## config.mk

```make
export PLATFORM = sky130hd
export DESIGN_NAME = stopwatch_ctrl
export DESIGN_NICKNAME = d
export VERILOG_FILES = /design/src/rtl/stopwatch_pkg.sv /design/src/rtl/tick_prescaler.sv /design/src/rtl/stopwatch_ctrl.sv
export SDC_FILE = /design/constraint.sdc
export NUM_CORES = 1
export LEC_CHECK = 0
export CORE_MARGIN = 3
export CORE_UTILIZATION = 55
export DETAILED_ROUTE_END_ITERATION = 12
export PLACE_DENSITY = 0.76
export SYNTH_ARGS = -nofsm -noshare
export SYNTH_HDL_FRONTEND = slang
export SYNTH_HIERARCHICAL = 1
export SYNTH_SLANG_ARGS = --single-unit
```

## constraint.sdc

```tcl
create_clock -name clk -period 3.57 [get_ports clk]
set_input_delay 0.357 -clock clk [delete_from_list [all_inputs] [get_ports clk]]
set_output_delay 0.357 -clock clk [all_outputs]
set_load 0.005 [all_outputs]
```

## src/rtl/stopwatch_pkg.sv

```systemverilog
// +------------------------------------------------------------------+
// | stopwatch_pkg                                                    |
// | Shared state encoding, mode encoding and clock defaults for the  |
// | stopwatch controller.                                            |
// | Rev 1.0 - initial release                                        |
// +------------------------------------------------------------------+
`default_nettype none

package stopwatch_pkg;

    typedef enum logic [1:0] {
        ST_IDLE  = 2'd0,
        ST_RUN   = 2'd1,
        ST_PAUSE = 2'd2,
        ST_DONE  = 2'd3
    } state_t;

    localparam logic c_MODE_STOPWATCH = 1'b0;
    localparam logic c_MODE_TIMER     = 1'b1;

    localparam int unsigned c_DEF_CLK_HZ  = 100_000_000;
    localparam int unsigned c_DEF_TICK_HZ = 100;

endpackage

`default_nettype wire

```

## src/rtl/tick_prescaler.sv

```systemverilog
// +------------------------------------------------------------------+
// | tick_prescaler                                                   |
// | Modulo-DIV counter; tick flags the last count of each period.    |
// | Rev 1.0 - initial release                                        |
// +------------------------------------------------------------------+
`default_nettype none

module tick_prescaler #(
    parameter int unsigned DIV = 10
) (
    input  logic clk,
    input  logic rst,
    input  logic run,
    input  logic clr,
    output logic tick
);

    localparam int unsigned c_W = (DIV > 1) ? $clog2(DIV) : 1;
    localparam logic [c_W-1:0] c_LAST = c_W'(DIV - 1);

    logic [c_W-1:0] r_count;

    always_ff @(posedge clk or posedge rst) begin
        if (rst) begin
            r_count <= '0;
        end else if (clr) begin
            r_count <= '0;
        end else if (run) begin
            r_count <= (r_count == c_LAST) ? '0 : r_count + c_W'(1);
        end
    end

    assign tick = (r_count == c_LAST);

endmodule

`default_nettype wire

```

## src/rtl/stopwatch_ctrl.sv

```systemverilog
// +------------------------------------------------------------------+
// | stopwatch_ctrl                                                   |
// | Run/pause/clear/mode control for a 6-digit stopwatch/timer.      |
// | Optional lap freeze enabled by defining STOPWATCH_LAP_EN.        |
// | Rev 1.0 - initial release                                        |
// +------------------------------------------------------------------+
`default_nettype none

module stopwatch_ctrl
    import stopwatch_pkg::*;
#(
    parameter int unsigned CLK_HZ      = c_DEF_CLK_HZ,
    parameter int unsigned TICK_HZ     = c_DEF_TICK_HZ,
    parameter int unsigned ALARM_TICKS = 300
) (
    input  logic clk,
    input  logic rst,
    input  logic btn_start,
    input  logic btn_clear,
    input  logic btn_mode,
    input  logic btn_lap,
    input  logic count_zero,
    input  logic count_max,
    output logic cnt_ena,
    output logic cnt_clr,
    output logic cnt_load,
    output logic cnt_down,
    output logic mode,
    output logic running,
    output logic alarm,
    output logic lap_hold
);

    localparam int unsigned c_DIV      = CLK_HZ / TICK_HZ;
    localparam int unsigned c_AW       = (ALARM_TICKS > 1) ? $clog2(ALARM_TICKS) : 1;
    localparam logic [c_AW-1:0] c_ALARM_LAST = c_AW'(ALARM_TICKS - 1);
    localparam logic            c_ALARM_EN   = (ALARM_TICKS != 0);

    state_t          r_state;
    logic            r_mode;
    logic            r_cnt_ena;
    logic            r_cnt_clr;
    logic            r_cnt_load;
    logic            r_running;
    logic            r_alarm;
    logic [c_AW-1:0] r_alarm_cnt;

    logic w_tick;
    logic w_sat;
    logic w_to_done;
    logic w_pre_run;
    logic w_pre_clr;

    // End of count: timer reaching zero, or stopwatch about to overflow 999999
    assign w_sat     = (r_mode == c_MODE_TIMER) ? count_zero : (w_tick && count_max);
    assign w_to_done = (r_state == ST_RUN) && !btn_start && w_sat;
    // The prescaler restarts on DONE entry so the alarm lasts exactly ALARM_TICKS periods
    assign w_pre_run = ((r_state == ST_RUN) && !btn_start && !w_sat) ||
                       ((r_state == ST_DONE) && r_alarm);
    assign w_pre_clr = (r_state == ST_IDLE) || w_to_done;

    tick_prescaler #(
        .DIV (c_DIV)
    ) u_prescaler (
        .clk  (clk),
        .rst  (rst),
        .run  (w_pre_run),
        .clr  (w_pre_clr),
        .tick (w_tick)
    );

    always_ff @(posedge clk or posedge rst) begin
        if (rst) begin
            r_state     <= ST_IDLE;
            r_mode      <= c_MODE_STOPWATCH;
            r_cnt_ena   <= 1'b0;
            r_cnt_clr   <= 1'b0;
            r_cnt_load  <= 1'b0;
            r_running   <= 1'b0;
            r_alarm     <= 1'b0;
            r_alarm_cnt <= '0;
        end else begin
            r_cnt_ena  <= 1'b0;
            r_cnt_clr  <= 1'b0;
            r_cnt_load <= 1'b0;
            case (r_state)
                ST_IDLE: begin
                    if (btn_clear) begin
                        r_cnt_clr  <= (r_mode == c_MODE_STOPWATCH);
                        r_cnt_load <= (r_mode == c_MODE_TIMER);
                    end else if (btn_start) begin
                        if (!((r_mode == c_MODE_TIMER) && count_zero)) begin
                            r_state   <= ST_RUN;
                            r_running <= 1'b1;
                        end
                    end else if (btn_mode) begin
                        r_mode     <= ~r_mode;
                        r_cnt_clr  <= (r_mode == c_MODE_TIMER);
                        r_cnt_load <= (r_mode == c_MODE_STOPWATCH);
                    end
                end
                ST_RUN: begin
                    if (btn_start) begin
                        r_state   <= ST_PAUSE;
                        r_running <= 1'b0;
                    end else if (w_sat) begin
                        r_state     <= ST_DONE;
                        r_running   <= 1'b0;
                        r_alarm     <= (r_mode == c_MODE_TIMER) && c_ALARM_EN;
                        r_alarm_cnt <= '0;
                    end else begin
                        r_cnt_ena <= w_tick;
                    end
                end
                ST_PAUSE: begin
                    if (btn_clear) begin
                        r_state    <= ST_IDLE;
                        r_cnt_clr  <= (r_mode == c_MODE_STOPWATCH);
                        r_cnt_load <= (r_mode == c_MODE_TIMER);
                    end else if (btn_start) begin
                        r_state   <= ST_RUN;
                        r_running <= 1'b1;
                    end
                end
                ST_DONE: begin
                    if (btn_clear) begin
                        r_state    <= ST_IDLE;
                        r_alarm    <= 1'b0;
                        r_cnt_clr  <= (r_mode == c_MODE_STOPWATCH);
                        r_cnt_load <= (r_mode == c_MODE_TIMER);
                    end else if (btn_start) begin
                        r_alarm <= 1'b0;
                    end else if (r_alarm && w_tick) begin
                        if (r_alarm_cnt == c_ALARM_LAST) begin
                            r_alarm <= 1'b0;
                        end else begin
                            r_alarm_cnt <= r_alarm_cnt + c_AW'(1);
                        end
                    end
                end
                default: begin
                    r_state   <= ST_IDLE;
                    r_running <= 1'b0;
                    r_alarm   <= 1'b0;
                end
            endcase
        end
    end

`ifdef STOPWATCH_LAP_EN
    logic r_lap_hold;

    always_ff @(posedge clk or posedge rst) begin
        if (rst) begin
            r_lap_hold <= 1'b0;
        end else if ((btn_clear && (r_state != ST_RUN)) || w_to_done) begin
            r_lap_hold <= 1'b0;
        end else if ((r_state == ST_RUN) && !btn_start && btn_lap &&
                     (r_mode == c_MODE_STOPWATCH)) begin
            r_lap_hold <= ~r_lap_hold;
        end
    end

    assign lap_hold = r_lap_hold;
`else
    logic w_unused_lap;
    assign w_unused_lap = btn_lap;
    assign lap_hold     = 1'b0;
`endif

    assign cnt_ena  = r_cnt_ena;
    assign cnt_clr  = r_cnt_clr;
    assign cnt_load = r_cnt_load;
    assign cnt_down = r_mode;
    assign mode     = r_mode;
    assign running  = r_running;
    assign alarm    = r_alarm;

endmodule

`default_nettype wire

```

=== After elaboration in Yosys (flattened, before gate mapping) ===
Cells that the tools add are included.

* Register bits: 37
* Bits of input ports: 8
* Output and inout bits: 8
* Logic and storage cells: 104

* $add $sub $neg: 2
* Equal/unequal tests: 21
* Multiplexer cells: 48
* Bitwise logic cells: 3
* Reduce and logical (&&, ||, !) cells: 21

{| class="wikitable"
|+ Operators by type and width
! cell !! number
|-
| two-way mux 20 bit || 3
|-
| two-way mux 9 bit || 6
|-
| two-way mux 1 bit || 25
|-
| inequality test 2 bit, second input constant || 11
|-
| adder 20 x 1 -> 20 bit, second input constant || 1
|-
| equality test 20 bit, second input constant || 1
|-
| case mux 9 bit (2 select lines) || 1
|-
| two-way mux 2 bit || 8
|-
| AND reduction 7 bit || 2
|-
| adder 9 x 1 -> 9 bit, second input constant || 1
|-
| equality test 9 bit, second input constant || 1
|-
| inequality test 4 x 3 -> 1 bit, second input constant || 2
|-
| case mux 2 bit (4 select lines) || 1
|-
| logical AND 1 bit || 7
|-
| inequality test 3 bit, second input constant || 2
|-
| case mux 1 bit (2 select lines) || 3
|-
| AND reduction 6 bit || 1
|-
| AND reduction 5 bit || 1
|-
| equality test 2 bit, second input constant || 2
|-
| AND reduction 4 bit || 1
|-
| nonzero test 2 bit || 2
|-
| NOT 1 bit || 3
|-
| case mux 1 bit (3 select lines) || 1
|-
| nonzero test 3 bit || 1
|-
| other kinds (6) || 8
|}

=== Depth between registers and ports, before layout ===
* Depth in word-level cells: 8
* Gate-level depth with buffers: 13
* Gate-level depth less buffers: 13

=== Hierarchy ===
Netlist, hierarchy kept.

{| class="wikitable"
|+ By module, submodules not included
! module !! instances !! cells each !! area an instance (um^2) !! seq. area each (um^2)
|-
| tick_prescaler || 1 || 118 || 1097.3 || 500.5
|-
| stopwatch_ctrl || 1 || 105 || 982.2 || 425.4
|}

=== Least setup slack after synthesis ===
Ideal clock, no wire load.

* Path type: flip-flop to flip-flop
* Start: reg u_prescaler.r_count[16]
* End: reg u_prescaler.r_count[19]
* Setup time: 0.119 ns
* Arrival time: 3.019 ns
* Data required time: 3.451 ns
* Slack: 0.432 ns
* Cell stages (with the launch flop): 12
* Path buffers: 0
* Period minus slack after synthesis: 3.138 ns
* Cells stage by stage: dfrtp_1 nand3_1 or4_4 nor3_1 nand3b_1 a21oi_2 or2_2 o2111ai_1 or4_1 nor3_1 xnor2_1 nor2_1

* Elaborated cells between the ends (all ways): 13
* Classes of those cells: add/sub: 1; eq/ne: 1; mux: 4; reduce/logical: 7

{| class="wikitable"
|+ RTL lines
! what !! RTL line !! text
|-
| start: declaration || tick_prescaler.sv:21 || <nowiki>logic [c_W-1:0] r_count;</nowiki>
|-
| start signal: assignment || tick_prescaler.sv:29 || <nowiki>r_count <= (r_count == c_LAST) ? '0 : r_count + c_W'(1);</nowiki>
|-
| equality test 20 bit * || tick_prescaler.sv:33 || <nowiki>assign tick = (r_count == c_LAST);</nowiki>
|-
| named net w_tick || stopwatch_ctrl.sv:48 || <nowiki>logic w_tick;</nowiki>
|-
| logical AND 1 bit * || stopwatch_ctrl.sv:55 || <nowiki>assign w_sat = (r_mode == c_MODE_TIMER) ? count_zero : (w_tick && count_max);</nowiki>
|-
| two-way mux 1 bit * || stopwatch_ctrl.sv:55 ||
|-
| logical AND 1 bit * || stopwatch_ctrl.sv:56 || <nowiki>assign w_to_done = (r_state == ST_RUN) && !btn_start && w_sat;</nowiki>
|-
| logical OR 1 bit * || stopwatch_ctrl.sv:60 || <nowiki>assign w_pre_clr = (r_state == ST_IDLE) || w_to_done;</nowiki>
|-
| named net w_pre_clr || stopwatch_ctrl.sv:52 || <nowiki>logic w_pre_clr;</nowiki>
|-
| two-way mux 20 bit / nonzero test 2 bit (equally long branches) || - ||
|}

The timed path passes the listed nets; every way through them passes the cells marked *. The select of a mux whose other input is x is not followed.
A chain may end at the register's enable or synchronous reset.

=== Final worst setup path ===
* Start: reg u_prescaler.r_count[0]
* End: reg u_prescaler.r_count[12]

The elaborated chain is that of the path after synthesis.

==> flow_summary.html <==
<table>
<tr><th>Metric</th><th>Value</th></tr>
<tr><th colspan="2">Finish</th></tr>
<tr><td>Relative area change from synthesis to final layout</td><td>14.20%</td></tr>
<tr><td>NumNets Final</td><td>250</td></tr>
<tr><td>Number of standard cells in the final layout excluding fillers</td><td>roughly 290</td></tr>
<tr><td>Final Cell Area</td><td>2375 sq um</td></tr>
<tr><td>Proportion of layout cells with a drive suffix above 1</td><td>about a tenth</td></tr>
<tr><td>N_diodes</td><td>0</td></tr>
<tr><th colspan="2">Synthesis</th></tr>
<tr><td>EDFF count, synth</td><td>0</td></tr>
<tr><td>Dominant synthesized flop cell</td><td>dfrtp_1</td></tr>
<tr><td>Synthesized flop and latch total</td><td>37</td></tr>
<tr><td>Total standard cell area after synthesis</td><td>a little over 2000 sq um</td></tr>
<tr><td>Number of distinct library cell variants in the gate-level netlist after synthesis</td><td>52</td></tr>
<tr><td>Biggest area contributors in the synthesized netlist</td><td>dfrtp_1 45%, nor2_1 4.5%, xnor2_1 4.2%, nand3_1 3.6%, nand2_1 3.4%</td></tr>
<tr><td>Post-Synthesis Mean Instance Area</td><td>9.325 sq um</td></tr>
<tr><td>Fraction of synthesis flops using an asynchronous set or reset pin</td><td>100.0%</td></tr>
<tr><td>Top cell type by total area after synthesis</td><td>dfrtp_1</td></tr>
<tr><td>Share of Yosys cell area claimed by the top area cell type</td><td>44.52%</td></tr>
<tr><td>Cell count after synthesis</td><td>between 200 and 250</td></tr>
<tr><td>Post-synthesis sequential area ratio</td><td>between 40% and 50%</td></tr>
<tr><td>Number of synthesis warnings</td><td>6</td></tr>
<tr><td>Commonest cells post-synth</td><td>37 x dfrtp_1, 25 x nor2_1, 19 x nand2_1</td></tr>
<tr><td>Post-Syn Nets</td><td>approximately 230</td></tr>
<tr><td>Cell with the most instances after synthesis</td><td>dfrtp_1</td></tr>
<tr><th colspan="2">Worst setup path</th></tr>
<tr><td>Sequence of cells on the critical path</td><td>ha_1 &gt; nand2_1 &gt; or3_4 &gt; nor3_1 &gt; nand3b_1 &gt; a21oi_2 &gt; or2_2 &gt; o21ai_0 &gt; nor3_1 &gt; nand3_1 &gt; xor2_1 &gt; nor2_1</td></tr>
<tr><td>Origin of the worst setup path</td><td>u_prescaler/r_count[0]</td></tr>
<tr><td>Cell family contributing the most delay on the critical path</td><td>simple AND/OR/NAND/NOR gates</td></tr>
<tr><td>Signal arrival time at the worst endpoint</td><td>3.41 ns</td></tr>
<tr><td>Capture point of the critical path</td><td>u_prescaler/r_count[12]</td></tr>
<tr><td>Required time of the critical path</td><td>about 3.8 ns</td></tr>
<tr><td>Slack of the worst reg-to-reg path</td><td>between 0.3 and 0.4 ns</td></tr>
<tr><td>Critical path start-end classification</td><td>reg -&gt; reg</td></tr>
<tr><td>End of the worst register-to-register path</td><td>u_prescaler/r_count[12]</td></tr>
<tr><td>Critical path's slowest cell</td><td>nor3_1</td></tr>
<tr><td>CP Capture Type</td><td>flip-flop</td></tr>
<tr><td>Most Frequent Cell on Critical Path</td><td>nor3_1</td></tr>
<tr><td>Maximum fanout along the worst path</td><td>5</td></tr>
<tr><td>Path length in cells of the critical path</td><td>12</td></tr>
<tr><td>CP peak stage delay</td><td>0.52 ns</td></tr>
<tr><td>Startpoint types</td><td>flip-flop</td></tr>
<tr><td>Critical path buffers and inverters</td><td>0</td></tr>
<tr><td>Reg-to-reg critical path startpoint</td><td>u_prescaler/r_count[0]</td></tr>
<tr><td>Register-to-Register Path Depth</td><td>12</td></tr>
<tr><th colspan="2">Global routing</th></tr>
<tr><td>Most congested layer reported by global routing</td><td>met2</td></tr>
<tr><td>Global-route wire length before repair</td><td>a little under 7 mm</td></tr>
<tr><td>Maximum number of pins on one net before global-route repair</td><td>21</td></tr>
<tr><td>Met3 demand-to-capacity share in global routing</td><td>under 10%</td></tr>
<tr><td>Remaining Overflow, GRT</td><td>0</td></tr>
<tr><td>Global routing met1 resource utilization</td><td>about 29%</td></tr>
<tr><td>Global routing usage summed across all routing layers</td><td>slightly above 20%</td></tr>
<tr><td>Number of global-route vias before repair</td><td>between 1.5k and 2k</td></tr>
<tr><td>Met2 track demand over resource in global routing</td><td>just under 30%</td></tr>
<tr><td>Antenna violations before repair</td><td>0</td></tr>
<tr><th colspan="2">Clocking</th></tr>
<tr><td>Clock-pin slew of the registers on the worst-case setup and hold paths</td><td>around 0.08 ns</td></tr>
<tr><td>Largest buffer count on any clock path</td><td>2</td></tr>
<tr><td>Total number of H-tree levels</td><td>2</td></tr>
<tr><td>Clock Latency Late Sink</td><td>about 0.3 ns</td></tr>
<tr><td>Clock tree sinks</td><td>37</td></tr>
<tr><td>CTS tree</td><td>built</td></tr>
<tr><td>Number of hold buffers added after cts</td><td>0</td></tr>
<tr><td>CTS buffer count</td><td>5</td></tr>
<tr><td>Clock Tree Root</td><td>clkbuf_8</td></tr>
<tr><td>Post-CTS resize count</td><td>0</td></tr>
<tr><td>Number of setup buffers added after CTS</td><td>0</td></tr>
<tr><th colspan="2">Placed design</th></tr>
<tr><td>Cell area after placement</td><td>2241 sq um</td></tr>
<tr><td>DPL Wire Length</td><td>approximately 2.8 mm</td></tr>
<tr><td>Routability congestion estimate from global placement</td><td>0.8515</td></tr>
<tr><td>Number of cells after detailed placement</td><td>approximately 280</td></tr>
<tr><td>Buffers on Ports</td><td>13</td></tr>
<tr><th colspan="2">Detailed routing</th></tr>
<tr><td>Via-per-instance ratio</td><td>5.843</td></tr>
<tr><td>Final ANT Viol Nets</td><td>0</td></tr>
<tr><td>Via count of the routed design</td><td>roughly 1.7k</td></tr>
<tr><td>Detailed-router iteration count before antenna repair</td><td>4</td></tr>
<tr><td>Mean routed wirelength per cell</td><td>about 14 um</td></tr>
<tr><td>Total Routed Length</td><td>~4.1 mm</td></tr>
<tr><td>Count of routing violations after the opening detailed-route iteration</td><td>116</td></tr>
<tr><td>Remaining DRCs</td><td>0</td></tr>
<tr><th colspan="2">STA</th></tr>
<tr><td>Period utilization</td><td>between 80% and 90%</td></tr>
<tr><td>RSZ-0062 raised after global routing</td><td>no</td></tr>
<tr><td>Measured slew at the worst slew-check pin</td><td>0.7782 ns</td></tr>
<tr><td>Setup Viol. Count Final</td><td>0</td></tr>
<tr><td>Worst clock skew on the final layout</td><td>0.009236 ns</td></tr>
<tr><td>Max Slew Vio Count</td><td>0</td></tr>
<tr><td>Final critical path time including I/O delays and setup</td><td>approximately 3.2 ns</td></tr>
<tr><td>Total Negative Setup Slacks</td><td>0 ns</td></tr>
<tr><td>Worst hold slack after final layout</td><td>between 0.5 and 0.6 ns</td></tr>
<tr><td>Count of final hold-check violations</td><td>0</td></tr>
<tr><td>Fmax achieved</td><td>around 310 MHz</td></tr>
<tr><td>Relative slew margins</td><td>between 40% and 50%</td></tr>
<tr><th colspan="2">Floorplanning</th></tr>
<tr><td>Placeable core region</td><td>3495 sq um</td></tr>
<tr><td>I/O pin count</td><td>16</td></tr>
<tr><td>Row count</td><td>21</td></tr>
<tr><td>Die footprint</td><td>between 4000 and 5000 sq um</td></tr>
<tr><td>Y dimension of the die</td><td>approximately 67 um</td></tr>
<tr><td>Initial standard-cell utilization of the core</td><td>about three fifths</td></tr>
<tr><td>Horizontal die dimension</td><td>between 60 and 70 um</td></tr>
<tr><th colspan="2">Pwr</th></tr>
<tr><td>Power per unit of standard cell area</td><td>522.7 nW/um^2</td></tr>
<tr><td>Static leakage</td><td>around 1 nW</td></tr>
<tr><td>Highest ir drop seen on vdd</td><td>between 0.2 and 0.3 mV</td></tr>
<tr><th colspan="2">Run</th></tr>
<tr><td>Number of violations of the max-capacitance limit</td><td>0</td></tr>
<tr><th colspan="2">Hold path</th></tr>
<tr><td>Tightest Hold Check Type</td><td>in -&gt; async</td></tr>
<tr><th colspan="2">Status</th></tr>
<tr><td>Run status</td><td>completed</td></tr>
</table>
-- per-layer routing --
layer / vias to the layer above / routed length [um]
li1: 829 / -
met1: 798 / 2022
met2: 43 / 1778
met3: 7 / 205
met4: 0 / 59
met5: - / 0
-- cells by family (layout without fill, tap and decap cells) --
kind of cell	Yosys count	in the layout	share of synthesized area, %
AO/OA/AOI/OAI	42	42	14.80
flip-flops	37	37	44.52
adder cells (fa/ha/maj)	2	2	1.203
XOR/XNOR	17	17	7.160
other	1	1	0.1803
multiplexers	1	1	0.4814
buffers and inverters	17	35	4.332
AND/OR/NAND/NOR	106	106	27.32
-- cell usage in the layout, fill, tap and decap left out, drive strengths merged, types with 2 or more instances in the layout --
| cell type | n |
|---|---|
| dfrtp | 37 |
| nor2 | 25 |
| nand2 | 19 |
| nand3 | 15 |
| clkdlybuf4s50 | 13 |
| o21ai | 12 |
| inv | 11 |
| xnor2 | 10 |
| nor3 | 10 |
| and3 | 9 |
| a21oi | 9 |
| xor2 | 7 |
| or4 | 6 |
| clkbuf | 5 |
| or3 | 4 |
| a21o | 4 |
| o22ai | 3 |
| o31ai | 3 |
| buf | 3 |
| nor3b | 3 |
| nand3b | 2 |
| nor2b | 2 |
| nand2b | 2 |
| ha | 2 |
| bufinv | 2 |
| a211o | 2 |
| or2 | 2 |
| o311ai | 2 |
-- worst min-delay path by stage --
stage                     slack (ns)            from  depth (start not counted)             end
after global routing            0.54  r_alarm_cnt[0]                          1  r_alarm_cnt[0]
final                           0.52             rst                          2  r_alarm_cnt[3]
after global placement          0.51  r_alarm_cnt[0]                          1  r_alarm_cnt[0]
after CTS                       0.53  r_alarm_cnt[0]                          1  r_alarm_cnt[0]
after floorplan                 0.28             rst                          1           alarm
after detailed placement        0.51         running                          1         running
-- power breakdown --
group          switching (mW)  total (mW)  internal (mW)  leakage, nW
logic                   0.154       0.286          0.131        0.425
registers              0.0611       0.524          0.463        0.507
clock network           0.154       0.432          0.278       0.0681
-- per-stage QoR --
step                total power, mW  util (%)  setup slack (ns)
floorplan                    0.7308         -            0.4323
global placement             0.8123     64.12            0.4280
detailed placement           0.8192     64.12            0.4292
CTS                           1.249     67.96            0.3657
global route                  1.313     67.96           0.02631
finish                        1.241     67.96            0.3706
-- flip-flops by register name, summed over array words and instances, names as in the netlist --
register / count
r_alarm_cnt: 9
cnt_load: 1
alarm: 1
running: 1
cnt_ena: 1
u_prescaler/r_count: 20
cnt_clr: 1
cnt_down: 1
r_state: 2
-- area by class of cell --
| type | count | area [sq um] |
|---|---|---|
| inverters | 11 | 41.29 |
| repair buffers | 16 | 152.6 |
| fillers | 264 | 1120 |
| clock buffers | 5 | 68.82 |
| clock inverters | 3 | 65.06 |
| multi-input cells | 169 | 1064 |
| flip-flops and latches | 37 | 925.9 |
| well taps | 46 | 57.56 |
(Power assumes the default switching activity.)
